`src/rtl/aha_pwr_gate_seq_if.sv`:
```
// Bundle of sleep/debug/WIC handshakes and gate-control vectors for aha_pwr_gate_seq.
// master drives the controller inputs; slave is the sequencer side.
interface aha_pwr_gate_seq_if #(
   parameter int unsigned NUM_CH = 13
);
   logic              DBGPWRUPREQ;
   logic              DBGSYSPWRUPREQ;
   logic              SLEEP;
   logic              SLEEPDEEP;
   logic              PMU_WAKEUP;
   logic              PMU_WIC_EN_ACK;
   logic [NUM_CH-1:0] GATE_EN_in;
   logic [NUM_CH-1:0] GATE_EN_out;
   logic              DBGPWRUPACK;
   logic              DBGSYSPWRUPACK;
   logic              PMU_WIC_EN_REQ;
   logic              SLEEPHOLDREQn;
   logic              ALL_GATED;

   modport master (
      output DBGPWRUPREQ, DBGSYSPWRUPREQ, SLEEP, SLEEPDEEP, PMU_WAKEUP, PMU_WIC_EN_ACK,
             GATE_EN_in,
      input  GATE_EN_out, DBGPWRUPACK, DBGSYSPWRUPACK, PMU_WIC_EN_REQ, SLEEPHOLDREQn,
             ALL_GATED
   );

   modport slave (
      input  DBGPWRUPREQ, DBGSYSPWRUPREQ, SLEEP, SLEEPDEEP, PMU_WAKEUP, PMU_WIC_EN_ACK,
             GATE_EN_in,
      output GATE_EN_out, DBGPWRUPACK, DBGSYSPWRUPACK, PMU_WIC_EN_REQ, SLEEPHOLDREQn,
             ALL_GATED
   );
endinterface

```
`src/rtl/aha_pwr_gate_seq.sv`:
```
// Clock-gate sequencer: per-channel sleep policy masks, gating hysteresis,
// debug power-up req/ack handshake and WIC enable FSM.
module aha_pwr_gate_seq #(
   parameter int unsigned      NUM_CH      = 13,
   parameter int unsigned      SYNC_STAGES = 2,
   parameter int unsigned      GATE_DLY    = 4,
   parameter logic [NUM_CH-1:0] SLEEP_MASK = '0,
   parameter logic [NUM_CH-1:0] DEEP_MASK  = NUM_CH'(12'hFFF),
   parameter logic [NUM_CH-1:0] DBG_MASK   = '0,
   parameter logic [NUM_CH-1:0] WIC_MASK   = '0
) (
   input logic              CLK,
   input logic              RESETn,
   aha_pwr_gate_seq_if.slave bus
);

   localparam int unsigned     CntW   = (GATE_DLY > 0) ? $clog2(GATE_DLY + 1) : 1;
   localparam logic [CntW-1:0] CntMax = CntW'(GATE_DLY);

   typedef enum logic [1:0] {StOff, StReq, StOn} wic_state_e;

   wic_state_e              wic_q, wic_d;
   logic [SYNC_STAGES-1:0]  dreq_sync, sreq_sync;
   logic                    dreq, sreq, dbg, wic_ok;
   logic [NUM_CH-1:0]       block, cond, gate_d, gate_q;
   logic [CntW-1:0]         cnt_d [NUM_CH];
   logic [CntW-1:0]         cnt_q [NUM_CH];
   logic                    dack_d, dack_q, sack_d, sack_q, all_gated_q;

   always_ff @(posedge CLK or negedge RESETn) begin
      if (!RESETn) begin
         dreq_sync <= '0;
         sreq_sync <= '0;
      end else begin
         dreq_sync <= {dreq_sync[SYNC_STAGES-2:0], bus.DBGPWRUPREQ};
         sreq_sync <= {sreq_sync[SYNC_STAGES-2:0], bus.DBGSYSPWRUPREQ};
      end
   end

   assign dreq   = dreq_sync[SYNC_STAGES-1];
   assign sreq   = sreq_sync[SYNC_STAGES-1];
   assign dbg    = dreq | sreq;
   assign wic_ok = (wic_q == StOn) & bus.PMU_WIC_EN_ACK & ~bus.PMU_WAKEUP;

   // Blocking wins over any gate request, so a debug request mid-countdown restarts it.
   assign block = (DBG_MASK & {NUM_CH{dbg}}) | (WIC_MASK & {NUM_CH{~wic_ok}});
   assign cond  = (bus.GATE_EN_in | (SLEEP_MASK & {NUM_CH{bus.SLEEP}}) |
                   (DEEP_MASK & {NUM_CH{bus.SLEEPDEEP}})) & ~block;

   always_comb begin
      wic_d = wic_q;
      unique case (wic_q)
         StOff:   wic_d = StReq;
         StReq:   if (bus.PMU_WIC_EN_ACK) wic_d = StOn;
         StOn:    if (!bus.PMU_WIC_EN_ACK) wic_d = StReq;
         default: wic_d = StOff;
      endcase
   end

   always_comb begin
      for (int i = 0; i < NUM_CH; i++) begin
         cnt_d[i]  = cnt_q[i];
         gate_d[i] = gate_q[i];
         if (!cond[i]) begin
            cnt_d[i]  = '0;
            gate_d[i] = 1'b0;
         end else if (cnt_q[i] != CntMax) begin
            cnt_d[i]  = cnt_q[i] + 1'b1;
            gate_d[i] = 1'b0;
         end else begin
            gate_d[i] = 1'b1;
         end
      end
   end

   // Acks rise only once debug-critical clocks are running; never drop while req held.
   always_comb begin
      dack_d = dack_q;
      sack_d = sack_q;
      if (!dreq) dack_d = 1'b0;
      else if (~|(gate_q & DBG_MASK)) dack_d = 1'b1;
      if (!sreq) sack_d = 1'b0;
      else if (~|(gate_q & DBG_MASK)) sack_d = 1'b1;
   end

   always_ff @(posedge CLK or negedge RESETn) begin
      if (!RESETn) begin
         wic_q       <= StOff;
         gate_q      <= '0;
         dack_q      <= 1'b0;
         sack_q      <= 1'b0;
         all_gated_q <= 1'b0;
         for (int i = 0; i < NUM_CH; i++) cnt_q[i] <= '0;
      end else begin
         wic_q       <= wic_d;
         gate_q      <= gate_d;
         dack_q      <= dack_d;
         sack_q      <= sack_d;
         all_gated_q <= &gate_d;
         for (int i = 0; i < NUM_CH; i++) cnt_q[i] <= cnt_d[i];
      end
   end

   assign bus.GATE_EN_out    = gate_q;
   assign bus.DBGPWRUPACK    = dack_q;
   assign bus.DBGSYSPWRUPACK = sack_q;
   assign bus.PMU_WIC_EN_REQ = (wic_q != StOff);
   assign bus.SLEEPHOLDREQn  = 1'b1;
   assign bus.ALL_GATED      = all_gated_q;

endmodule
```
`src/flat_wrapper.sv`:
```
// flat-port wrapper written by rule: the top's interface ports become plain ports
module aha_pwr_gate_seq_flat 
#(
   parameter int unsigned      NUM_CH      = 13,
   parameter int unsigned      SYNC_STAGES = 2,
   parameter int unsigned      GATE_DLY    = 4,
   parameter logic [NUM_CH-1:0] SLEEP_MASK = '0,
   parameter logic [NUM_CH-1:0] DEEP_MASK  = NUM_CH'(12'hFFF),
   parameter logic [NUM_CH-1:0] DBG_MASK   = '0,
   parameter logic [NUM_CH-1:0] WIC_MASK   = '0
)
  (CLK, RESETn, bus_DBGPWRUPREQ, bus_DBGSYSPWRUPREQ, bus_SLEEP, bus_SLEEPDEEP, bus_PMU_WAKEUP, bus_PMU_WIC_EN_ACK, bus_GATE_EN_in, bus_GATE_EN_out, bus_DBGPWRUPACK, bus_DBGSYSPWRUPACK, bus_PMU_WIC_EN_REQ, bus_SLEEPHOLDREQn, bus_ALL_GATED);
  aha_pwr_gate_seq_if #(.NUM_CH(NUM_CH)) bus_i ();
  input logic CLK;
  input logic RESETn;
  input wire logic [$bits(bus_i.DBGPWRUPREQ)-1:0] bus_DBGPWRUPREQ;
  input wire logic [$bits(bus_i.DBGSYSPWRUPREQ)-1:0] bus_DBGSYSPWRUPREQ;
  input wire logic [$bits(bus_i.SLEEP)-1:0] bus_SLEEP;
  input wire logic [$bits(bus_i.SLEEPDEEP)-1:0] bus_SLEEPDEEP;
  input wire logic [$bits(bus_i.PMU_WAKEUP)-1:0] bus_PMU_WAKEUP;
  input wire logic [$bits(bus_i.PMU_WIC_EN_ACK)-1:0] bus_PMU_WIC_EN_ACK;
  input wire logic [$bits(bus_i.GATE_EN_in)-1:0] bus_GATE_EN_in;
  output wire logic [$bits(bus_i.GATE_EN_out)-1:0] bus_GATE_EN_out;
  output wire logic [$bits(bus_i.DBGPWRUPACK)-1:0] bus_DBGPWRUPACK;
  output wire logic [$bits(bus_i.DBGSYSPWRUPACK)-1:0] bus_DBGSYSPWRUPACK;
  output wire logic [$bits(bus_i.PMU_WIC_EN_REQ)-1:0] bus_PMU_WIC_EN_REQ;
  output wire logic [$bits(bus_i.SLEEPHOLDREQn)-1:0] bus_SLEEPHOLDREQn;
  output wire logic [$bits(bus_i.ALL_GATED)-1:0] bus_ALL_GATED;
  assign bus_i.DBGPWRUPREQ = bus_DBGPWRUPREQ;
  assign bus_i.DBGSYSPWRUPREQ = bus_DBGSYSPWRUPREQ;
  assign bus_i.SLEEP = bus_SLEEP;
  assign bus_i.SLEEPDEEP = bus_SLEEPDEEP;
  assign bus_i.PMU_WAKEUP = bus_PMU_WAKEUP;
  assign bus_i.PMU_WIC_EN_ACK = bus_PMU_WIC_EN_ACK;
  assign bus_i.GATE_EN_in = bus_GATE_EN_in;
  assign bus_GATE_EN_out = bus_i.GATE_EN_out;
  assign bus_DBGPWRUPACK = bus_i.DBGPWRUPACK;
  assign bus_DBGSYSPWRUPACK = bus_i.DBGSYSPWRUPACK;
  assign bus_PMU_WIC_EN_REQ = bus_i.PMU_WIC_EN_REQ;
  assign bus_SLEEPHOLDREQn = bus_i.SLEEPHOLDREQn;
  assign bus_ALL_GATED = bus_i.ALL_GATED;
  aha_pwr_gate_seq #(.NUM_CH(NUM_CH), .SYNC_STAGES(SYNC_STAGES), .GATE_DLY(GATE_DLY), .SLEEP_MASK(SLEEP_MASK), .DEEP_MASK(DEEP_MASK), .DBG_MASK(DBG_MASK), .WIC_MASK(WIC_MASK)) u_core (.CLK(CLK), .RESETn(RESETn), .bus(bus_i));
endmodule
```
`config.mk`:
```
export PLATFORM = sky130hd
export DESIGN_NAME = aha_pwr_gate_seq_flat
export DESIGN_NICKNAME = d
export VERILOG_FILES = /design/src/rtl/aha_pwr_gate_seq_if.sv /design/src/rtl/aha_pwr_gate_seq.sv /design/src/flat_wrapper.sv
export SDC_FILE = /design/constraint.sdc
export NUM_CORES = 1
export LEC_CHECK = 0
export BUFFER_PORTS_ARGS = -buffer_cell sky130_fd_sc_hd__buf_2
export CAP_MARGIN = 15
export CORE_MARGIN = 2
export CORE_UTILIZATION = 55
export CTS_BUF_LIST = sky130_fd_sc_hd__clkbuf_16
export DETAILED_ROUTE_END_ITERATION = 8
export GPL_TIMING_DRIVEN = 0
export HOLD_SLACK_MARGIN = 0.02
export PLACE_DENSITY_LB_ADDON = 0.08
export SLEW_MARGIN = 20
export SYNTH_ARGS = -nofsm -noshare
export SYNTH_HDL_FRONTEND = slang
export SYNTH_SLANG_ARGS = --single-unit
```
`constraint.sdc`:
```
create_clock -name CLK -period 2.25 [get_ports CLK]
set_input_delay 0.3375 -clock CLK [delete_from_list [all_inputs] [get_ports CLK]]
set_output_delay 0.3375 -clock CLK [all_outputs]
set_load 0.005 [all_outputs]
```
Word level (Yosys, flattened, before mapping) --
Cells that the tools add are included.
Word-level totals: bits in registers 61, input port bits 21, logic and storage cells 125
Cells by class: $add $sub $neg 13, equal/unequal tests 30, muxes and demuxes 57, bitwise gates (word level) 1, reduce and logical (&&, ||, !) cells 4
Operators with widths (number):
- $mux W3 | 26
- $add A3 B1 Y3 const B | 13
- $ne A3 B3 Y1 const B | 13
- $ne A2 B2 Y1 const B | 15
- $mux W1 | 28
- $or A13 B12 Y13 | 1
- $reduce_and A13 Y1 | 1
- $pmux W2 S3 | 1
- $mux W2 | 2
- $eq A2 B1 Y1 const B | 1
- $eq A2 B2 Y1 const B | 1
- $logic_not A2 Y1 | 1
- $reduce_and A2 Y1 | 1
- $reduce_bool A2 Y1 | 1

Longest topological paths before layout --
depth in word-level cells 4, mapped depth 5, mapped depth without buffers 5

Worst setup path after synthesis --
No wires, ideal clock.
kind register to register, from register u_core.cnt_q[12] (netlist bit), to register u_core.all_gated_q (netlist: u_core.bus.ALL_GATED), arrival time 1.171 ns, data required time 2.182 ns, path slack 1.011 ns, cell stages (with the launch flop) 6, buffers on the path 0, cells stage by stage dfrtp_1 > inv_1 > ha_1 > o211ai_2 > nor4_1 > and4_1
Between the ends: cells in the longest elaborated chain, start to end 4
Ends and longest elaborated chain:
- start: declaration | line aha_pwr_gate_seq.sv:27 | logic [CntW-1:0] cnt_q [NUM_CH];
- $ne A3 B3 Y1 | line aha_pwr_gate_seq.sv:67 | end else if (cnt_q[i] != CntMax) begin
- $mux W1 | line aha_pwr_gate_seq.sv:67
- $mux W1 | line aha_pwr_gate_seq.sv:64 | if (!cond[i]) begin
- $reduce_and A13 Y1 | line aha_pwr_gate_seq.sv:99 | all_gated_q <= &gate_d;
- end signal: assignment | line aha_pwr_gate_seq.sv:99
- end: declaration | line aha_pwr_gate_seq.sv:28 | logic dack_d, dack_q, sack_d, sack_q, all_gated_q;
Every way passes these cells. A chain may end at the register's enable or synchronous reset.

Worst setup path in the final report --
Same ends and word-level chain as after synthesis.

==> impl_metrics.py <==
metrics = {
    "logic_synthesis": {
        "netlist_instances": 290,
        "synth_area_um2": 2820,
        "synth_area_per_cell_um2": 9.71,
        "synth-edff-count": 0,
        "yosysUniqueCellTypes": 23,
        "ys.flop_type": "dfrtp_1",
        "yosysWarnings": 0,
        "syn-num-nets": 337,
        "synthArstFlopShare": 1.00,
        "ys_seq_area_frac": 0.542,
        "ys_seq_elements": 61,
    },
    "sta": {
        "worst_pin_slew_ns": 0.744,
        "setup_slack_ns": 0.712,
        "fmax_mhz": 650,
        "setup_violations": 0,
        "fin_crit_ns": 1.54,
        "fin_tns_setup_ns": 0,
        "grt_setup_unrepaired": "false",
        "slew_viol_final": 0,
        "finalCritPeriodShare": 0.683,
        "slew_headroom": 0.504,
        "hold_slack_ns": 0.0869,
        "skew_ns": 0.00561,
        "hold_viol_final": 0,
    },
    "routing": {
        "routed_via_density": 4.93,
        "drc_errors": 0,
        "post_drt_wl_per_cell_um": 11.6,
        "firstDrtPassIters": 4,
        "drt.antenna.violating_nets": 0,
        "num_vias": 2025,
        "drt_iter0_drc": 64,
        "wirelength_um": 4760,
    },
    "placement": {
        "portBuffers": 35,
        "routabilityCongestion": 0.792,
        "dp_hpwl_um": 3380,
        "detailedPlace.worstSlack_ns": 0.725,
    },
    "pwr": {
        "p_clk_frac": 0.285,
        "comb_power_share": 0.307,
        "netSwitchingPower_w": 0.00150,
        "vdd_ir_drop_max_mv": 0.813,
        "power_frac_seq": 0.407,
        "power.density_nw_per_um2": 1330,
        "p_leak_nw": 1.79,
        "p_int_w": 0.00298,
        "p_sw_frac": 0.335,
    },
    "cts": {
        "cts_buffer_depth": 2,
        "cts_setup_buffers": 0,
        "cts_resized": 0,
        "clk_pin_slew_ns": 0.05,
        "cts-root-buf": "clkbuf_16",
        "cts_tree": "yes",
        "holdBufCountCts": 0,
        "cts_buffers": 9,
        "clk_latency_ns": 0.32,
        "cts_max_level": 3,
        "cts.sinks": 61,
    },
    "cells_and_area": {
        "nets": 383,
        "area_delta_synth_final_pct": 19.5,
        "drive_gt1_frac": 0.158,
        "final_cell_mix": "dfrtp_1, nor2_1, inv_1, nand2_1, buf_2",
        "n_antenna_cell": 0,
        "final_common_cell": "dfrtp_1",
    },
    "critical_path": {
        "arrival_ns": 1.80,
        "reg2reg_slack_ns": 0.71,
        "path_max_fanout": 4,
        "startpoint_type": "flop",
        "r2r_end": "u_core.bus.ALL_GATED",
        "critPathKind": "flop to flop",
        "rr_worst_depth": 5,
        "r2r_start": "u_core.cnt_q[12]",
        "required_ns": 2.51,
        "endpoint_kind": "flop",
    },
    "floorplan": {
        "die_x_um": 75.5,
        "start_util": 0.562,
        "core_area_um2": 5010,
        "dieArea_um2": 5710,
        "rows": 26,
        "io_pins": 39,
        "die_y_um": 75.5,
    },
    "global_route": {
        "grt_pass1_vias": 1948,
        "track_usage": 0.194,
        "grt_max_degree": 62,
        "overflow": 0,
        "grt_pass1_wl_um": 8220,
        "antenna_found_initial": 0,
    },
    "worst_hold_path": {
        "worstHoldPathType": "input port to async pin",
    },
    "run_status": {
        "status": "completed",
    },
    "job": {
        "cap_violations": 0,
    },
}
## logic make-up (layout without fill, tap and decap cells)
logic type	after synthesis	in the layout	synth area share
AND/OR/NAND/NOR	122	122	0.182
flip-flops	61	61	0.542
buffers and inverters	40	91	0.0578
adder cells (fa/ha/maj)	26	26	0.116
AO/OA/AOI/OAI	26	26	0.0573
XOR/XNOR	14	14	0.0436
other	1	1	0.00133
## sequential cells by signal, indices dropped and copies added, names as in the netlist
name / flops
u_core.cnt_q: 39
u_core.bus.GATE_EN_out: 13
u_core.dreq_sync: 2
u_core.sreq_sync: 2
u_core.wic_q: 2
u_core.bus.ALL_GATED: 1
u_core.bus.DBGPWRUPACK: 1
u_core.bus.DBGSYSPWRUPACK: 1
## critical path: stages, from the launching register on
cell	delay, ns
dfrtp_1	0.40
inv_1	0.07
ha_1	0.22
o211ai_2	0.13
nor4_1	0.42
and4_1	0.24
## metal layers
| layer | global-route usage | part of all wire |
|---|---|---|
| met2 | 0.322 | 0.50 |
| met5 | 0 | 0 |
| met4 | 0.0663 | 0.0069 |
| met3 | 0.0701 | 0.045 |
| met1 | 0.236 | 0.45 |
## how the worst max path moves through the flow
stage / endpoint / from / slack (ns) / depth (start not counted)
2_1_floorplan: u_core.bus.ALL_GATED / u_core.cnt_q[12] / 1.01 / 5
3_3_place_gp: u_core.cnt_q[18] / RESETn / 0.69 / 1
3_5_place_dp: u_core.bus.ALL_GATED / u_core.cnt_q[12] / 0.72 / 5
4_1_cts: u_core.bus.ALL_GATED / u_core.cnt_q[12] / 0.71 / 5
5_1_grt: u_core.bus.ALL_GATED / u_core.cnt_q[12] / 0.58 / 5
6_report: u_core.bus.ALL_GATED / u_core.cnt_q[12] / 0.71 / 5
## synth_stat cells (2+ instances only)
| master | n | area [µm²] |
|---|---|---|
| dfrtp_1 | 61 | 1530 |
| nor2_1 | 51 | 191 |
| inv_1 | 37 | 139 |
| nand2_1 | 37 | 139 |
| ha_1 | 26 | 325 |
| nand3_1 | 14 | 70.1 |
| xnor2_1 | 13 | 114 |
| a21oi_1 | 12 | 60.1 |
| nor3_1 | 12 | 60.1 |
| o211ai_1 | 8 | 60.1 |
| nor4_1 | 4 | 25.0 |
| o21ai_0 | 3 | 15.0 |
| and2_1 | 2 | 12.5 |
## cell type report
cell class	instances	area (µm²)
fill	415	1650
tap	70	87.6
buffer	3	23.8
sequential	61	1530
multi-input combinational	189	1130
clock buffer	9	225
clock inverter	7	57.6
inverter	37	139
timing repair buffer	35	178
## metrics by stage
stage / instance area (µm²) / util / std cells / total power (W)
finish: 3360 / 0.671 / 411 / 0.00448
global route: 3360 / 0.671 / 411 / 0.00490
CTS: 3360 / 0.671 / 411 / 0.00454
detailed placement: 3080 / 0.615 / 395 / 0.00322
global placement: 3080 / 0.614 / 395 / 0.00314
floorplan: 2820 / - / 290 / 0.00284
## power by group through the flow
stage	logic, W	registers [W]	clock network [W]
4_1_cts	0.00140	0.00183	0.00131
5_1_grt	0.00164	0.00189	0.00137
3_3_place_gp	0.00131	0.00183	0
2_1_floorplan	0.00106	0.00179	0
3_5_place_dp	0.00138	0.00184	0
6_report	0.00138	0.00183	0.00128
Power figures use the tool's default switching activity.
